**src/rtl/word_tokenizer_pkg.sv**
```systemverilog
// rtl/word_tokenizer_pkg.sv - shared states and character constants for the word tokenizer
// Purpose: state encodings and the ASCII constants used by char_class and word_tokenizer.
package tokenizer_pkg;

    typedef enum logic [1:0] {
        ST_IDLE  = 2'd0,
        ST_ACCUM = 2'd1,
        ST_EMIT  = 2'd2
    } state_t;

    localparam logic [7:0] CHAR_SPACE = 8'h20;
    localparam logic [7:0] CHAR_TAB   = 8'h09;
    localparam logic [7:0] CHAR_LF    = 8'h0A;
    localparam logic [7:0] CHAR_CR    = 8'h0D;
    localparam logic [7:0] CHAR_NUL   = 8'h00;
    localparam logic [7:0] CHAR_0     = 8'h30;
    localparam logic [7:0] CHAR_9     = 8'h39;
    localparam logic [7:0] CHAR_MINUS = 8'h2D;

endpackage

```
**src/rtl/word_tokenizer_if.sv**
```systemverilog
// rtl/word_tokenizer_if.sv - character stream in, token out, grouped as one bus
// Purpose: bundles the character handshake and the token handshake.
// slave  : tokenizer view (consumes i_char*, i_ready; drives o_*).
// master : environment view (drives i_char*, i_ready; observes o_*).
interface word_tokenizer_if #(
    parameter int KEY_WIDTH   = 8,
    parameter int KEY_LENGTH  = 8,
    parameter int VALUE_WIDTH = 32
);
    localparam int LEN_W = $clog2(KEY_LENGTH + 1);

    logic                                 i_char_valid;
    logic [KEY_WIDTH-1:0]                 i_char;
    logic                                 o_char_ready;
    logic [KEY_LENGTH-1:0][KEY_WIDTH-1:0] o_key;
    logic [LEN_W-1:0]                     o_key_len;
    logic                                 o_truncated;
    logic                                 o_is_number;
    logic [VALUE_WIDTH-1:0]               o_number;
    logic                                 o_valid;
    logic                                 i_ready;

    modport slave (
        input  i_char_valid, i_char, i_ready,
        output o_char_ready, o_key, o_key_len, o_truncated,
               o_is_number, o_number, o_valid
    );

    modport master (
        output i_char_valid, i_char, i_ready,
        input  o_char_ready, o_key, o_key_len, o_truncated,
               o_is_number, o_number, o_valid
    );
endinterface

```
**src/rtl/word_tokenizer_char_class.sv**
```systemverilog
// rtl/word_tokenizer_char_class.sv - combinational character classifier
// Purpose: flags whitespace/NUL delimiters and decimal digits.
// Ports: i_char (in), o_is_delim, o_is_digit, o_digit[3:0] (out).
module char_class
    import tokenizer_pkg::*;
#(
    parameter int KEY_WIDTH = 8
) (
    input  logic [KEY_WIDTH-1:0] i_char,
    output logic                 o_is_delim,
    output logic                 o_is_digit,
    output logic [3:0]           o_digit
);
    assign o_is_delim = (i_char == KEY_WIDTH'(CHAR_SPACE)) || (i_char == KEY_WIDTH'(CHAR_TAB)) ||
                        (i_char == KEY_WIDTH'(CHAR_LF))    || (i_char == KEY_WIDTH'(CHAR_CR))  ||
                        (i_char == KEY_WIDTH'(CHAR_NUL));

    assign o_is_digit = (i_char >= KEY_WIDTH'(CHAR_0)) && (i_char <= KEY_WIDTH'(CHAR_9));

    // '0' is 0x30, so the low nibble of a digit is its value.
    assign o_digit = i_char[3:0];
endmodule

```
**src/rtl/word_tokenizer.sv**
```systemverilog
// rtl/word_tokenizer.sv - splits a character stream into fixed-length zero-padded words
// Purpose: accumulates word characters into key slots, emits one token per word.
// Ports: i_clk, i_rst (sync, active-high), i_en (global hold), bus (word_tokenizer_if.slave:
//        char stream in, token out), d_state (debug FSM state).
// Option: TOKEN_NUMBER_EN builds the decimal literal classifier/accumulator.
module word_tokenizer
    import tokenizer_pkg::*;
#(
    parameter int KEY_WIDTH   = 8,
    parameter int KEY_LENGTH  = 8,
    parameter int VALUE_WIDTH = 32
) (
    input  logic                   i_clk,
    input  logic                   i_rst,
    input  logic                   i_en,
    word_tokenizer_if.slave        bus,
    output logic [1:0]             d_state
);
    localparam int LEN_W = $clog2(KEY_LENGTH + 1);
    localparam int IDX_W = $clog2(KEY_LENGTH);

    state_t                               r_state, w_next;
    logic [KEY_LENGTH-1:0][KEY_WIDTH-1:0] r_key;
    logic [LEN_W-1:0]                     r_len;
    logic                                 r_trunc;

    logic       w_char_ready, w_xfer, w_tok_done, w_full, w_store, w_drop;
    logic       w_is_delim, w_is_digit;
    logic [3:0] w_digit;

    char_class #(.KEY_WIDTH(KEY_WIDTH)) u_char_class (
        .i_char     (bus.i_char),
        .o_is_delim (w_is_delim),
        .o_is_digit (w_is_digit),
        .o_digit    (w_digit)
    );

    assign w_full  = (r_len == LEN_W'(KEY_LENGTH));
    // IDLE has len 0, so key[len] is slot 0 there as well.
    assign w_store = w_xfer && !w_is_delim &&
                     ((r_state == ST_IDLE) || ((r_state == ST_ACCUM) && !w_full));
    assign w_drop  = w_xfer && !w_is_delim && (r_state == ST_ACCUM) && w_full;

    always_comb begin
        w_next       = r_state;
        w_char_ready = i_en && !i_rst && (r_state != ST_EMIT);
        w_xfer       = w_char_ready && bus.i_char_valid;
        w_tok_done   = i_en && bus.i_ready && (r_state == ST_EMIT);
        case (r_state)
            ST_IDLE:  if (w_xfer && !w_is_delim) w_next = ST_ACCUM;
            ST_ACCUM: if (w_xfer && w_is_delim)  w_next = ST_EMIT;
            ST_EMIT:  if (w_tok_done)            w_next = ST_IDLE;
            default:                             w_next = ST_IDLE;
        endcase
    end

    always_ff @(posedge i_clk) begin
        if (i_rst) begin
            r_state <= ST_IDLE;
        end else if (i_en) begin
            r_state <= w_next;
        end
    end

    always_ff @(posedge i_clk) begin
        if (i_rst) begin
            r_key   <= '0;
            r_len   <= '0;
            r_trunc <= 1'b0;
        end else if (i_en) begin
            if (w_tok_done) begin
                r_key   <= '0;
                r_len   <= '0;
                r_trunc <= 1'b0;
            end else begin
                if (w_store) begin
                    r_key[r_len[IDX_W-1:0]] <= bus.i_char;
                    r_len                   <= r_len + LEN_W'(1);
                end
                if (w_drop) r_trunc <= 1'b1;
            end
        end
    end

`ifdef TOKEN_NUMBER_EN
    logic [VALUE_WIDTH-1:0] r_acc, r_number;
    logic                   r_neg, r_has_digit, r_bad, r_is_number;
    logic                   w_enter_emit;

    assign w_enter_emit = w_xfer && w_is_delim && (r_state == ST_ACCUM);

    always_ff @(posedge i_clk) begin
        if (i_rst) begin
            r_acc       <= '0;
            r_number    <= '0;
            r_neg       <= 1'b0;
            r_has_digit <= 1'b0;
            r_bad       <= 1'b0;
            r_is_number <= 1'b0;
        end else if (i_en) begin
            if (w_tok_done) begin
                r_acc       <= '0;
                r_number    <= '0;
                r_neg       <= 1'b0;
                r_has_digit <= 1'b0;
                r_bad       <= 1'b0;
                r_is_number <= 1'b0;
            end else begin
                if (w_store) begin
                    if (w_is_digit) begin
                        r_acc       <= r_acc * VALUE_WIDTH'(10) + VALUE_WIDTH'(w_digit);
                        r_has_digit <= 1'b1;
                    end else if ((bus.i_char == KEY_WIDTH'(CHAR_MINUS)) && (r_len == '0)) begin
                        r_neg <= 1'b1;
                    end else begin
                        r_bad <= 1'b1;
                    end
                end
                // Snapshot the classification as the word closes so EMIT outputs stay stable.
                if (w_enter_emit) begin
                    r_is_number <= r_has_digit && !r_bad && !r_trunc;
                    r_number    <= r_neg ? -r_acc : r_acc;
                end
            end
        end
    end

    assign bus.o_is_number = r_is_number;
    assign bus.o_number    = r_number;
`else
    logic w_unused_num;
    assign w_unused_num    = &{1'b0, w_is_digit, w_digit};
    assign bus.o_is_number = 1'b0;
    assign bus.o_number    = '0;
`endif

    assign bus.o_char_ready = w_char_ready;
    assign bus.o_key        = r_key;
    assign bus.o_key_len    = r_len;
    assign bus.o_truncated  = r_trunc;
    assign bus.o_valid      = (r_state == ST_EMIT);
    assign d_state          = r_state;
endmodule

```
**src/flat_wrapper.sv**
```systemverilog
// flat-port wrapper written by rule: the top's interface ports become plain ports
module word_tokenizer_flat import tokenizer_pkg::*;
#(
    parameter int KEY_WIDTH   = 8,
    parameter int KEY_LENGTH  = 8,
    parameter int VALUE_WIDTH = 32
)
  (i_clk, i_rst, i_en, d_state, bus_i_char_valid, bus_i_char, bus_i_ready, bus_o_char_ready, bus_o_key, bus_o_key_len, bus_o_truncated, bus_o_is_number, bus_o_number, bus_o_valid);
  word_tokenizer_if #(.KEY_WIDTH(KEY_WIDTH), .KEY_LENGTH(KEY_LENGTH), .VALUE_WIDTH(VALUE_WIDTH)) bus_i ();
  input  logic i_clk;
  input  logic i_rst;
  input  logic i_en;
  output logic [1:0] d_state;
  input wire logic [$bits(bus_i.i_char_valid)-1:0] bus_i_char_valid;
  input wire logic [$bits(bus_i.i_char)-1:0] bus_i_char;
  input wire logic [$bits(bus_i.i_ready)-1:0] bus_i_ready;
  output wire logic [$bits(bus_i.o_char_ready)-1:0] bus_o_char_ready;
  output wire logic [$bits(bus_i.o_key)-1:0] bus_o_key;
  output wire logic [$bits(bus_i.o_key_len)-1:0] bus_o_key_len;
  output wire logic [$bits(bus_i.o_truncated)-1:0] bus_o_truncated;
  output wire logic [$bits(bus_i.o_is_number)-1:0] bus_o_is_number;
  output wire logic [$bits(bus_i.o_number)-1:0] bus_o_number;
  output wire logic [$bits(bus_i.o_valid)-1:0] bus_o_valid;
  assign bus_i.i_char_valid = bus_i_char_valid;
  assign bus_i.i_char = bus_i_char;
  assign bus_i.i_ready = bus_i_ready;
  assign bus_o_char_ready = bus_i.o_char_ready;
  assign bus_o_key = bus_i.o_key;
  assign bus_o_key_len = bus_i.o_key_len;
  assign bus_o_truncated = bus_i.o_truncated;
  assign bus_o_is_number = bus_i.o_is_number;
  assign bus_o_number = bus_i.o_number;
  assign bus_o_valid = bus_i.o_valid;
  word_tokenizer #(.KEY_WIDTH(KEY_WIDTH), .KEY_LENGTH(KEY_LENGTH), .VALUE_WIDTH(VALUE_WIDTH)) u_core (.i_clk(i_clk), .i_rst(i_rst), .i_en(i_en), .bus(bus_i), .d_state(d_state));
endmodule
```
**config.mk**
```make
export PLATFORM = sky130hd
export DESIGN_NAME = word_tokenizer_flat
export DESIGN_NICKNAME = d
export VERILOG_FILES = /design/src/rtl/word_tokenizer_pkg.sv /design/src/rtl/word_tokenizer_if.sv /design/src/rtl/word_tokenizer_char_class.sv /design/src/rtl/word_tokenizer.sv /design/src/flat_wrapper.sv
export SDC_FILE = /design/constraint.sdc
export NUM_CORES = 1
export LEC_CHECK = 0
export CAP_MARGIN = 40
export CELL_PAD_IN_SITES_DETAIL_PLACEMENT = 1
export CELL_PAD_IN_SITES_GLOBAL_PLACEMENT = 1
export CORE_MARGIN = 2
export CORE_UTILIZATION = 34
export DETAILED_ROUTE_END_ITERATION = 12
export GPL_TIMING_DRIVEN = 0
export PLACE_DENSITY_LB_ADDON = 0.05
export SYNTH_ARGS = -nofsm -noshare
export SYNTH_HDL_FRONTEND = slang
export SYNTH_HIERARCHICAL = 1
export SYNTH_SLANG_ARGS = --single-unit
```
**constraint.sdc**
```tcl
create_clock -name i_clk -period 2.9 [get_ports i_clk]
set_input_delay 0.58 -clock i_clk [delete_from_list [all_inputs] [get_ports i_clk]]
set_output_delay 0.58 -clock i_clk [all_outputs]
set_load 0.02 [all_outputs]
```
==> reports/results.tsv <==
metric	value	unit
status	complete, no violations	
yosys_warnings	6	
grt-ovfl-total	0	
startpoint	i_rst	
worstMarginPinSlew	573.8	ps
path_class	input pin to output pin	
core_area	9774	sq um
ir_drop	208.2	uV
avgSynthCellArea	10.56	sq um
wl	9.863	mm
hold_viol_final	0	
grt_max_degree	20	
grt_pass1_wl	15.91	mm
clkTransAtPathRegs	80	ps
hold_buffers	0	
hold_class	register to register	
cts_tree	done	
cts_max_level	3	
fin_skew	10.64	ps
power_density	445.5	nW/um^2
maxCapViolations	0	
dr_total_vias	2805	
report.final.setup_viol	0	
r2r_start	u_core/bus.o_key_len[1]$_SDFFE_PP0P_	
path_cells	clkdlybuf4s50_1 -> buf_2 -> nor3b_1 -> clkdlybuf4s50_1	
crit_top_cell	clkdlybuf4s50_1	
finalMaxSlewViolations	0	
drive_gt1_share	16.38	%
final.min_clock_period	2763	ps
endpoint	bus_o_char_ready	
worst-path-buf-inv	3	
fin_nets	468	
drc	0	
syn2layout_area_growth	39.87	%
relSlewSlack	61.63	%
die-height	104.5	um
ant_nets	0	
wl_per_cell	16.69	um
cts_buffers	9	
layout_worst_path_cycle_share	95.29	%
dp_slack	-130.9	ps
cp_slowest_cell	clkdlybuf4s50_1	
drt_iter0_markers	60	
fin_cells	591	
antenna_cells	0	
die_width	104.5	um
netlist_area	3433	sq um
post_cts_buffers	0	
path_depth	4	
grt_pass1_vias	2941	
startpoint_type	input pin	
start_util	35.13	%
clock-root-buffer	clkbuf_8	
path_max_fanout	19	
rsz0062_at_grt	false	
die_area	10920	sq um
leakage	2.183	nW
antenna_found_initial	0	
synth_cells	325	
place_inst	576	
fmax	0.3619	GHz
multi_input_area	1745	sq um
io_pins	119	
crit_path_end_kind	output pin	
rows	36	
vias_per_cell	4.746	
power	2.139	mW
cpPeakStageDelay	630	ps
seq_area	1421	sq um
regToRegSetupSlack	640	ps
cts_buffer_depth	2	
r2r_end	u_core/bus.o_key[28]$_SDFFE_PP0P_	
worst_ep_required_time	2320	ps
cts_resized	0	
worst_slack	136.5	ps
r2r_cells	6	
grt_use_total	18.49	%
cts.sinks	71	
worstSkewPairLatency	340	ps
dp_hpwl	7.110	mm
fillers	1125	
portBuffers	85	
arrival	2180	ps
firstDrtPassIters	4	
place_congestion	0.7396	
crit_family	buffers and inverters	
[power by group]
part           internal, mW  total [mW]  switching [mW]  leakage [nW]
sequential            0.983       0.991         0.00745         0.573
combinational         0.104       0.239           0.135          1.49
clock                 0.532       0.910           0.378         0.120
[stage by stage]
stage | hold slack [ps] | TNS (ps) | cell area, sq um | util (%)
2_1_floorplan | 560.8 | 0 | 3553 | -
3_3_place_gp | 477.7 | -16830 | 4571 | 46.76
3_5_place_dp | 484.2 | -606.2 | 4576 | 46.81
4_1_cts | 499.7 | 0 | 4802 | 49.13
5_1_grt | 513.9 | 0 | 4802 | 49.13
6_report | 492.7 | 0 | 4802 | 49.13
[layer usage]
layer | vias to the layer above | global-route usage [%] | part of all wire [%]
li1 | 1343 | - | -
met4 | 0 | 4.633 | 0.65
met3 | 5 | 3.446 | 4.8
met2 | 83 | 32.45 | 49
met5 | - | 0 | 0
met1 | 1374 | 23.24 | 45
[how the worst min path moves through the flow]
stage	start	endpoint	slack, ps	cells past startpoint
finish	u_core/bus.o_key[61]$_SDFFE_PP0P_	u_core/bus.o_key[61]$_SDFFE_PP0P_	490	2
global route	u_core/bus.o_key[20]$_SDFFE_PP0P_	u_core/bus.o_key[20]$_SDFFE_PP0P_	510	2
CTS	u_core/bus.o_key[61]$_SDFFE_PP0P_	u_core/bus.o_key[61]$_SDFFE_PP0P_	500	2
detailed placement	u_core/bus.o_truncated$_SDFFE_PP0P_	u_core/bus.o_truncated$_SDFFE_PP0P_	480	2
global placement	u_core/bus.o_key[12]$_SDFFE_PP0P_	u_core/bus.o_key[12]$_SDFFE_PP0P_	480	2
floorplan	u_core/bus.o_key[57]$_SDFFE_PP0P_	u_core/bus.o_key[57]$_SDFFE_PP0P_	560	2
[cell usage in the layout, fill, tap and decap left out, types with 2 or more instances in the layout]
master and n:
conb_1 33, clkbuf_8 11, nand2b_1 3, nand4_2 3, clkinv_2 2, nor2b_1 2
clkbuf_1 12, nand3b_1 76, mux2i_1 67, nand4_1 2, buf_4 34, buf_2 10
nor2_1 4, dfxtp_1 71, inv_1 10, ha_1 2, clkdlybuf4s50_1 85, a21oi_1 2
nand3_2 4, bufinv_16 2
[registers in the layout (all words and copies together), names as in the netlist]
signal                  count
u_core/bus.o_key           64
u_core/bus.o_key_len        4
u_core/bus.o_truncated      1
u_core/d_state              2
[layout make-up]
class,count,share of cell area (%)
multi-input combinational,220,36.35
sequential,71,29.60
timing repair buffer,86,17.82
buffer,55,7.191
tap,133,3.465
clock buffer,11,3.153
clock inverter,5,1.641
inverter,10,0.7817
[tightest hold or removal path: stages (launching register included)]
cell,delay [ps]
dfxtp_1,310
nand3b_1,70
mux2i_1,60
No activity file was read; power rests on OpenSTA's default activity.
